File: config.mk
export PLATFORM = sky130hd
export DESIGN_NAME = div_seq
export DESIGN_NICKNAME = d
export VERILOG_FILES = /design/src/rtl/div_seq.sv
export SDC_FILE = /design/constraint.sdc
export NUM_CORES = 1
export LEC_CHECK = 0
export CAP_MARGIN = 20
export CORE_MARGIN = 2
export CORE_UTILIZATION = 31
export DETAILED_ROUTE_END_ITERATION = 10
export GPL_ROUTABILITY_DRIVEN = 0
export MAX_ROUTING_LAYER = met4
export PLACE_DENSITY_LB_ADDON = 0.3
export SLEW_MARGIN = 0
export SYNTH_ARGS = -nofsm -noshare
export SYNTH_HDL_FRONTEND = slang
export SYNTH_SLANG_ARGS = --single-unit
File: constraint.sdc
create_clock -name clk -period 3.1 [get_ports clk]
set_clock_uncertainty 0.15 [all_clocks]
set_input_delay 0.62 -clock clk [delete_from_list [all_inputs] [get_ports clk]]
set_output_delay 0.62 -clock clk [all_outputs]
set_load 0.02 [all_outputs]
File: src/rtl/div_seq.sv
// div_seq: iterative unsigned restoring divider. One trial subtraction per
// clock; start/busy/done handshake toward the ALU operation decoder.
module div_seq #(
   parameter int WIDTH = 8
) (
   input  logic             clk,
   input  logic             rst,
   input  logic             start,
   input  logic [WIDTH-1:0] input_1,
   input  logic [WIDTH-1:0] input_2,
   output logic             busy,
   output logic             done,
   output logic [WIDTH-1:0] quotient,
   output logic [WIDTH-1:0] remainder,
   output logic             div_zero
);

   localparam int CW = $clog2(WIDTH + 1);

   typedef enum logic [1:0] {
      IDLE = 2'd0,
      CALC = 2'd1,
      DONE = 2'd2
   } state_t;

   state_t state_reg, state_next;

   // Working registers: D doubles as the quotient shift register.
   logic [WIDTH-1:0] d_reg;
   logic [WIDTH-1:0] v_reg;
   logic [WIDTH-1:0] r_reg;
   logic [CW-1:0]    cnt_reg;

   logic [WIDTH-1:0] quotient_reg;
   logic [WIDTH-1:0] remainder_reg;
   logic             div_zero_reg;

   logic [WIDTH:0]   trial_t;
   logic [WIDTH:0]   trial_s;
   logic             borrow;
   logic [WIDTH-1:0] r_next;
   logic [WIDTH-1:0] d_next;
   logic             last_iter;

   // Trial subtraction for the current iteration; the top bit of S is the borrow.
   always_comb begin
      trial_t   = {r_reg, d_reg[WIDTH-1]};
      trial_s   = trial_t - {1'b0, v_reg};
      borrow    = trial_s[WIDTH];
      r_next    = borrow ? trial_t[WIDTH-1:0] : trial_s[WIDTH-1:0];
      d_next    = {d_reg[WIDTH-2:0], ~borrow};
      last_iter = (cnt_reg == CW'(1));
   end

   // State register.
   always_ff @(posedge clk) begin
      if (rst) begin
         state_reg <= IDLE;
      end else begin
         state_reg <= state_next;
      end
   end

   // Next-state logic; a zero divisor skips CALC entirely.
   always_comb begin
      state_next = state_reg;
      case (state_reg)
         IDLE: begin
            if (start) begin
               state_next = (input_2 != '0) ? CALC : DONE;
            end
         end
         CALC: begin
            if (last_iter) begin
               state_next = DONE;
            end
         end
         DONE:    state_next = IDLE;
         default: state_next = IDLE;
      endcase
   end

   // Handshake outputs decoded from the state.
   always_comb begin
      busy = 1'b0;
      done = 1'b0;
      case (state_reg)
         CALC:    busy = 1'b1;
         DONE:    done = 1'b1;
         default: ;
      endcase
   end

   // Operand capture, iteration datapath and result registers loaded on DONE entry.
   always_ff @(posedge clk) begin
      if (rst) begin
         d_reg         <= '0;
         v_reg         <= '0;
         r_reg         <= '0;
         cnt_reg       <= '0;
         quotient_reg  <= '0;
         remainder_reg <= '0;
         div_zero_reg  <= 1'b0;
      end else begin
         case (state_reg)
            IDLE: begin
               if (start) begin
                  d_reg   <= input_1;
                  v_reg   <= input_2;
                  r_reg   <= '0;
                  cnt_reg <= CW'(WIDTH);
                  if (input_2 == '0) begin
                     quotient_reg  <= '1;
                     remainder_reg <= input_1;
                     div_zero_reg  <= 1'b1;
                  end
               end
            end
            CALC: begin
               d_reg   <= d_next;
               r_reg   <= r_next;
               cnt_reg <= cnt_reg - CW'(1);
               if (last_iter) begin
                  quotient_reg  <= d_next;
                  remainder_reg <= r_next;
                  div_zero_reg  <= 1'b0;
               end
            end
            default: ;
         endcase
      end
   end

   assign quotient  = quotient_reg;
   assign remainder = remainder_reg;
   assign div_zero  = div_zero_reg;

endmodule

Word level (Yosys, flattened, before mapping)
Cells that the tools add are included.
{"block": "word_totals", "out_inout_bits": 19, "inputBits": 19, "regBits": 47, "word_cells": 50}
{"block": "op_classes", "add_sub_neg": 2, "muxes": 25, "reduce_logical": 8, "bitwise_logic": 1, "eq_ne": 6}
{"op": "$mux 8", "n": 9}
{"op": "$pmux 8 s2", "n": 4}
{"op": "$sub 9x8->9", "n": 1}
{"op": "$logic_not 8->1", "n": 1}
{"op": "$pmux 4 s2", "n": 1}
{"op": "$reduce_bool 8->1", "n": 1}
{"op": "$mux 2", "n": 3}
{"op": "$ne 2x2->1 const B", "n": 3}
{"op": "$reduce_and 2->1", "n": 3}
{"op": "$mux 1", "n": 5}
{"op": "$eq 4x1->1 const B", "n": 1}
{"op": "$mux 4", "n": 1}
{"op": "$pmux 2 s2", "n": 1}
{"op": "$reduce_and 4->1", "n": 1}
{"op": "$sub 4x1->4 const B", "n": 1}
{"op": "$eq 2x1->1 const B", "n": 1}
{"op": "$eq 2x2->1 const B", "n": 1}
{"op": "$logic_not 2->1", "n": 1}
{"op": "$pmux 1 s2", "n": 1}
{"op": "$reduce_bool 2->1", "n": 1}
{"op": "$not 1->1", "n": 1}

Logic depth before layout (Yosys ltp)
Gate-level depths: netlist (run 1).
{"block": "depth", "word_depth": 4, "depth_mapped": 10, "mapped_depth_nobuf": 10}

Worst setup path after synthesis (run 1)
OpenSTA, ideal clock, no wires.
{"block": "synth_timing", "kind": "register to register", "startpoint": "register d_reg[7]", "endpoint": "register remainder_reg[7], in the netlist remainder[7]", "setup_time_ns": 0.120, "stages_incl_launch_ff": 11, "path_slack_ns": 0.706, "required_time_ns": 2.830, "n_path_buf": 0, "synth_period_minus_slack_ns": 2.394, "t_arrival_ns": 2.124, "cell_sequence": "dfxtp_1 inv_1 ha_1 inv_1 fa_1 a211oi_2 nor3_2 mux2_4 nand2_2 a311oi_2 o31a_1"}
{"block": "synth_between", "elab_chain_len": 4}
{"item": "start: declaration", "line_no": "29", "rtl": "logic [WIDTH-1:0] d_reg;"}
{"item": "start signal: assignment", "line_no": "108", "rtl": "d_reg <= input_1;"}
{"item": "start signal: assignment", "line_no": "120", "rtl": "d_reg <= d_next;"}
{"item": "$sub 9x8->9", "line_no": "48", "rtl": "trial_s = trial_t - {1'b0, v_reg};"}
{"item": "$mux 8", "line_no": "50", "rtl": "r_next = borrow ? trial_t[WIDTH-1:0] : trial_s[WIDTH-1:0];"}
{"item": "$mux 8", "line_no": "123", "rtl": "if (last_iter) begin"}
{"item": "$pmux 8 s2", "line_no": "105", "rtl": "case (state_reg)"}
{"item": "end signal: assignment", "line_no": "114", "rtl": "remainder_reg <= input_1;"}
{"item": "end signal: assignment", "line_no": "125", "rtl": "remainder_reg <= r_next;"}
{"item": "end: declaration", "line_no": "35", "rtl": "logic [WIDTH-1:0] remainder_reg;"}
No other way between the ends. The select of a mux whose other input is x is not followed.
A chain may end at the register's enable or synchronous reset.

Worst setup path after layout (run 1)
{"block": "layout_timing", "startpoint": "register d_reg[7]", "endpoint": "register remainder_reg[4], in the netlist remainder[4]"}
Same word-level chain as after synthesis.

==> reports/results.ini, run 1 <==
[worst_hold_path]
hold_class=flop to flop
holdPathStages=2
min_from=v_reg[4]$_SDFFE_PP0P_
hold_path_end=v_reg[4]$_SDFFE_PP0P_

[synth]
synthCells=329
syn_area_mm2=0.00254
ys.flop_type=dfxtp_1
synth_commonest_cells=nor2_1 (59), nand2_1 (51), dfxtp_1 (47), a21oi_1 (21), inv_1 (15)
async_flop_share=0
yosysWarningCount=0
seq_area_frac_synth=0.370
synth_edf_count=0
synth.distinct_cells=49
synth_top_area_frac=0.370
yosys_register_bits=47
syn_nets=359
synth_top_cells_by_area=dfxtp_1 (37%), nor2_1 (8.7%), nand2_1 (7.5%)
synth.avg_cell_area_um2=7.73
yosysTopAreaCell=dfxtp_1
synth.most_common_cell=nor2_1

[floorplan]
start_util=0.314
rows=33
ioPinCount=38
die_area_mm2=0.00895
design.core.area_mm2=0.00809
die_h_um=94.6
die_w_um=94.6

[setup_path]
r2r-start=d_reg[7]$_SDFFE_PP0P_
crit_required_ps=3180
cp_max_fo=6
ff2ff_path_depth=10
crit_arrival_ps=2810
worstSetupPathType=flop to flop
r2r_slack_ps=370
reg2reg_to=remainder[4]$_SDFFE_PP0P_
cp-end-kind=flop
start_kind=flop

[global_route]
groute.usage.overall=0.156
grt-ovfl-total=0
grt_pass1_wl_um=10900
antenna_found_initial=0
grt_start_max_net_pins=24
grt_pass1_vias=2365

[timing]
max_freq_mhz=367
max_slew_margin=0.529
tightest_slew_ps=705
setup-tns-final_ps=0
finalSetupViolations=0
hold_viol=0
period_share=0.880
slew_violations=0
final.min_clock_period_ps=2730
rsz0062_at_grt=no

[job]
drv_cap=0

[power_and_ir_drop]
power_per_cell_area_mw_per_mm2=594
p_leak_nw=1.17
vdd_ir_drop_max_v=0.000231
total_power_mw=1.88

[clock_tree]
htree_levels=2
clk_latency_ps=300
cts_buffers=5
ctsHoldBuffers=0
cts_tree=yes
root_buffer=clkbuf_8
clkSlewWorstSetupHoldPaths_ps=90
clock-sinks=47
cts_max_path_buffers=2

[detailed_routing]
drt-wirelength-per-cell_um=13.6
route.detailed.drc=0
drt_iter0_drc=133
vias_per_cell=5.07
dr.pass1.iters=5
drt_wl_total_um=6440
antenna_left=0
vias=2397

[run_status]
status=complete, no violations

[placed_design]
io_buffers=37
dpl.hpwl_um=4750

[finish]
layout-drive-gt1-share=0.0951
area_growth_pct=24.2
finalNetCount=397
num_antenna_cells=0

## cells by family after synthesis
group	synth area share
compound gates	0.244
mux	0.00984
buf+inv	0.0487
simple gates	0.253
xor+xnor	0.0172
flops	0.370
fa+ha+maj	0.0571
## routing by layer
metal / part of all wire / track usage
met1: 0.48 / 0.200
met2: 0.45 / 0.250
met3: 0.049 / 0.0303
met4: 0.018 / 0.0471
met5: 0 / -
## placed cells by master, fill, tap and decap left out, drive strengths merged, types with 2 or more instances in the layout
master | synthesis | routed
dfxtp | 47 | 47
o21ai | 17 | 17
nand3 | 7 | 7
o211ai | 2 | 2
nor3b | 4 | 4
ha | 10 | 10
inv | 15 | 15
a211oi | 18 | 18
xor2 | 3 | 3
nor3 | 6 | 6
a21oi | 23 | 23
xnor2 | 2 | 2
nand2b | 5 | 5
clkdlybuf4s50 | 0 | 37
and3 | 2 | 2
nor2b | 2 | 2
a311oi | 9 | 9
nor2 | 59 | 59
buf | 4 | 9
o21a | 2 | 2
and2 | 3 | 3
nor4 | 2 | 2
nand2 | 52 | 52
clkbuf | 11 | 6
a31oi | 4 | 4
a21o | 5 | 5
## power by group
part | leakage, nW | switching [mW] | internal (mW)
Clock | 0.0474 | 0.217 | 0.182
Sequential | 0.385 | 0.0462 | 0.674
Combinational | 0.733 | 0.442 | 0.316
Total | 1.17 | 0.706 | 1.17
## cell type report
class / count / area (um^2)
well taps: 105 / 131
clock inverters: 2 / 16.3
flip-flops and latches: 47 / 941
multi-input cells: 252 / 1480
fillers: 860 / 4930
repair buffers: 46 / 450
clock buffers: 6 / 82.6
inverters: 15 / 56.3
## worst max-delay path: stages (launching register included)
cell	delay, ps
dfxtp_1	330
inv_1	90
ha_1	160
inv_1	50
fa_1	410
a211oi_2	360
nor3_2	130
mux2i_2	350
o21ai_0	200
a21o_1	220
a211oi_2	200
## metrics by stage
stage | hold slack, ps | instances | utilization | setup slack, ps | area [um^2]
5_1_grt | 336 | 473 | 0.391 | 114 | 3160
2_1_floorplan | 286 | 329 | - | 706 | 2540
4_1_cts | 314 | 473 | 0.390 | 303 | 3160
3_3_place_gp | 297 | 465 | 0.378 | 368 | 3060
6_report | 311 | 473 | 0.391 | 372 | 3160
3_5_place_dp | 302 | 465 | 0.378 | 356 | 3060
## worst max-delay path by stage
| stage | start | endpoint | cells past startpoint |
|---|---|---|---|
| final | d_reg[7]$_SDFFE_PP0P_ | remainder[4]$_SDFFE_PP0P_ | 10 |
| after CTS | d_reg[7]$_SDFFE_PP0P_ | remainder[4]$_SDFFE_PP0P_ | 10 |
| after global routing | d_reg[7]$_SDFFE_PP0P_ | remainder[4]$_SDFFE_PP0P_ | 10 |
| after global placement | d_reg[7]$_SDFFE_PP0P_ | remainder[4]$_SDFFE_PP0P_ | 10 |
| after floorplan | d_reg[7]$_SDFFE_PP0P_ | remainder[7]$_SDFFE_PP0P_ | 10 |
| after detailed placement | d_reg[7]$_SDFFE_PP0P_ | remainder[4]$_SDFFE_PP0P_ | 10 |
## timing repair
action	CTS	global route
resized for setup	0	1
setup endpoints to repair	0	1
setup buffers	0	0
(Power assumes the default switching activity.)
==> run 2: changes to the inputs <==
==> constraint.sdc (replaced) <==
create_clock -name clk -period 2.53 [get_ports clk]
set_clock_uncertainty 0.15 [all_clocks]
set_input_delay 0.506 -clock clk [delete_from_list [all_inputs] [get_ports clk]]
set_output_delay 0.506 -clock clk [all_outputs]
set_load 0.02 [all_outputs]
==> reports/results.ini, run 2 (same netlist as run 1, synthesis figures left out) <==
[detailed_routing]
antenna_left=0  ; unchanged
met2_length_um=3080  ; +5.8%
drt_iter0_drc=112  ; -16%
highest_layer=met4
drt-wirelength-per-cell_um=14.0  ; +2.9%
dr.pass1.iters=4  ; -1
vias=2482  ; +3.5%
route.detailed.drc=0  ; unchanged
met3_length_um=328  ; +4.8%
drt_wl_total_um=6800  ; +5.5%
drt-met1-wl_um=3270  ; +5.5%
vias_per_cell=5.12  ; +0.98%

[floorplan]
die_h_um=94.6  ; unchanged
rows=33  ; unchanged
die_w_um=94.6  ; unchanged
die_area_mm2=0.00895  ; unchanged
ioPinCount=38  ; unchanged
start_util=0.314  ; unchanged
design.core.area_mm2=0.00809  ; unchanged

[setup_path]
r2r_slack_ps=30  ; -340 ps
crit_arrival_ps=2590  ; -220 ps
crit_cells=11  ; +1
ff2ff_path_depth=11  ; +1
cp_cell_sequence=inv_2 -> ha_4 -> inv_1 -> fa_2 -> a211oi_4 -> nor3_4 -> mux2_4 -> a211oi_4 -> buf_4 -> nor2_1 -> o21ai_1
path_common_cell=a211oi_4
crit_family=compound AO/OA/AOI/OAI gates
cp_max_fo=5  ; -1
cp-end-kind=flop
crit_buf_inv=3  ; +1
crit_required_ps=2620  ; -560 ps
start_kind=flop
worstSetupPathType=flop to flop
crit_path_top_delay_cell=fa_2
cpPeakStageDelay_ps=420  ; about the same

[finish]
multi_input_area_mm2=0.00158  ; +6.4%
fill_cells=828  ; -3.7%
layout_common_cells=nor2_1 (58), nand2_1 (51), dfxtp_1 (46)
layout_commonest_cell=nor2_1
finalNonFillerCells=485  ; +2.5%
ff_latch_area_um2=942  ; +0.13%
layout-drive-gt1-share=0.142  ; +0.0470
finalNetCount=409  ; +3.0%
area_growth_pct=30.8
num_antenna_cells=0  ; unchanged
final_area_mm2=0.00333  ; +5.3%
fin_util=0.411  ; +0.0207

[global_route]
grt_pass1_wl_um=10900  ; +0.38%
grt-ovfl-total=0  ; unchanged
antenna_found_initial=0  ; unchanged
grt_pass1_vias=2310  ; -2.3%
groute.usage.overall=0.158  ; +0.00217
grt_start_max_net_pins=23  ; -4.2%

[clock_tree]
clock-sinks=47  ; unchanged
cts_tree=yes
root_buffer=clkbuf_8
clkSlewWorstSetupHoldPaths_ps=90  ; about the same
clk_latency_ps=310  ; about the same
cts_buffers=5  ; unchanged
cts_max_path_buffers=2  ; unchanged
htree_levels=2  ; unchanged

[power_and_ir_drop]
vdd_ir_drop_max_v=0.000290  ; +26%
p_leak_nw=1.23  ; +5.4%
total_power_mw=2.48  ; +32%
power_per_cell_area_mw_per_mm2=746  ; +26%

[placed_design]
io_buffers=37  ; unchanged
dp.cells=472  ; +1.5%
dp_slack_ps=-15.0  ; -371 ps
dpl.hpwl_um=4930  ; +3.7%
postPlaceCellArea_mm2=0.00311  ; +1.7%

[timing]
period_share=0.989  ; +0.109
setup-tns-final_ps=0  ; unchanged
hold_viol=0  ; unchanged
max_freq_mhz=400  ; +9.0%
finalSetupViolations=0  ; unchanged
holdWs_ps=309  ; -2.35 ps
setup_slack_ps=27.6  ; -345 ps
final.min_clock_period_ps=2500  ; -225 ps
max_slew_margin=0.651  ; +0.122
slew_violations=0  ; unchanged
tightest_slew_ps=521  ; -183 ps

[run_status]
status=complete, no violations

[worst_hold_path]
holdPathStages=2  ; unchanged
hold_class=flop to flop

[job]
drv_cap=0  ; unchanged

## run 2: changes by cell type in the layout (fill, tap and decap cells not counted), sizes merged
| cell | before | now |
|---|---|---|
| buf | 9 | 19 |
| o221a | 1 | 2 |
| mux2 | 1 | 2 |
| clkbuf | 6 | 7 |
| clkinvlp | 1 | 0 |
## run 2: worst register-to-register path, cell delays in order, from the launching register on
cell      delay [ps]
dfxtp_2          330
inv_2             70
ha_4             130
inv_1             50
fa_2             420
a211oi_4         280
nor3_4           100
mux2_4           380
a211oi_4         250
buf_4            150
nor2_1            30
o21ai_1          100
## run 2: where the power goes
part	internal (mW)	switching (mW)	leakage, nW
logic	0.488	0.616	0.794
clock network	0.225	0.267	0.0484
registers	0.826	0.0621	0.385
total	1.54	0.945	1.23
## run 2: worst paths after layout
path | startpoint | end
worst max-delay path | d_reg[7]$_SDFFE_PP0P_ | r_reg[5]$_SDFFE_PP0P_
worst min-delay path | v_reg[1]$_SDFFE_PP0P_ | v_reg[1]$_SDFFE_PP0P_
worst max register to register | d_reg[7]$_SDFFE_PP0P_ | r_reg[5]$_SDFFE_PP0P_
worst min register to register | v_reg[1]$_SDFFE_PP0P_ | v_reg[1]$_SDFFE_PP0P_
## run 2: final cells by class
cell class / instances / share of cell area
clock inverter: 1 / 0.00263
multi-input combinational: 254 / 0.474
inverter: 15 / 0.0169
tap: 105 / 0.0395
timing repair buffer: 56 / 0.158
sequential: 47 / 0.283
clock buffer: 7 / 0.0259
## run 2: timing repair
item	CTS	global route
gates cloned	1	1
pin swaps	2	9
hold endpoints to repair	0	0
hold buffers	0	0
endpoints found under the setup margin	4	14
buffers inserted	1	2
gates resized for setup	2	18
## run 2: per-layer routing
metal	vias to the layer above	track usage
met5	-	-
met4	0	0.0592
met3	10	0.0231
met2	64	0.242
met1	1159	0.212
li1	1249	-
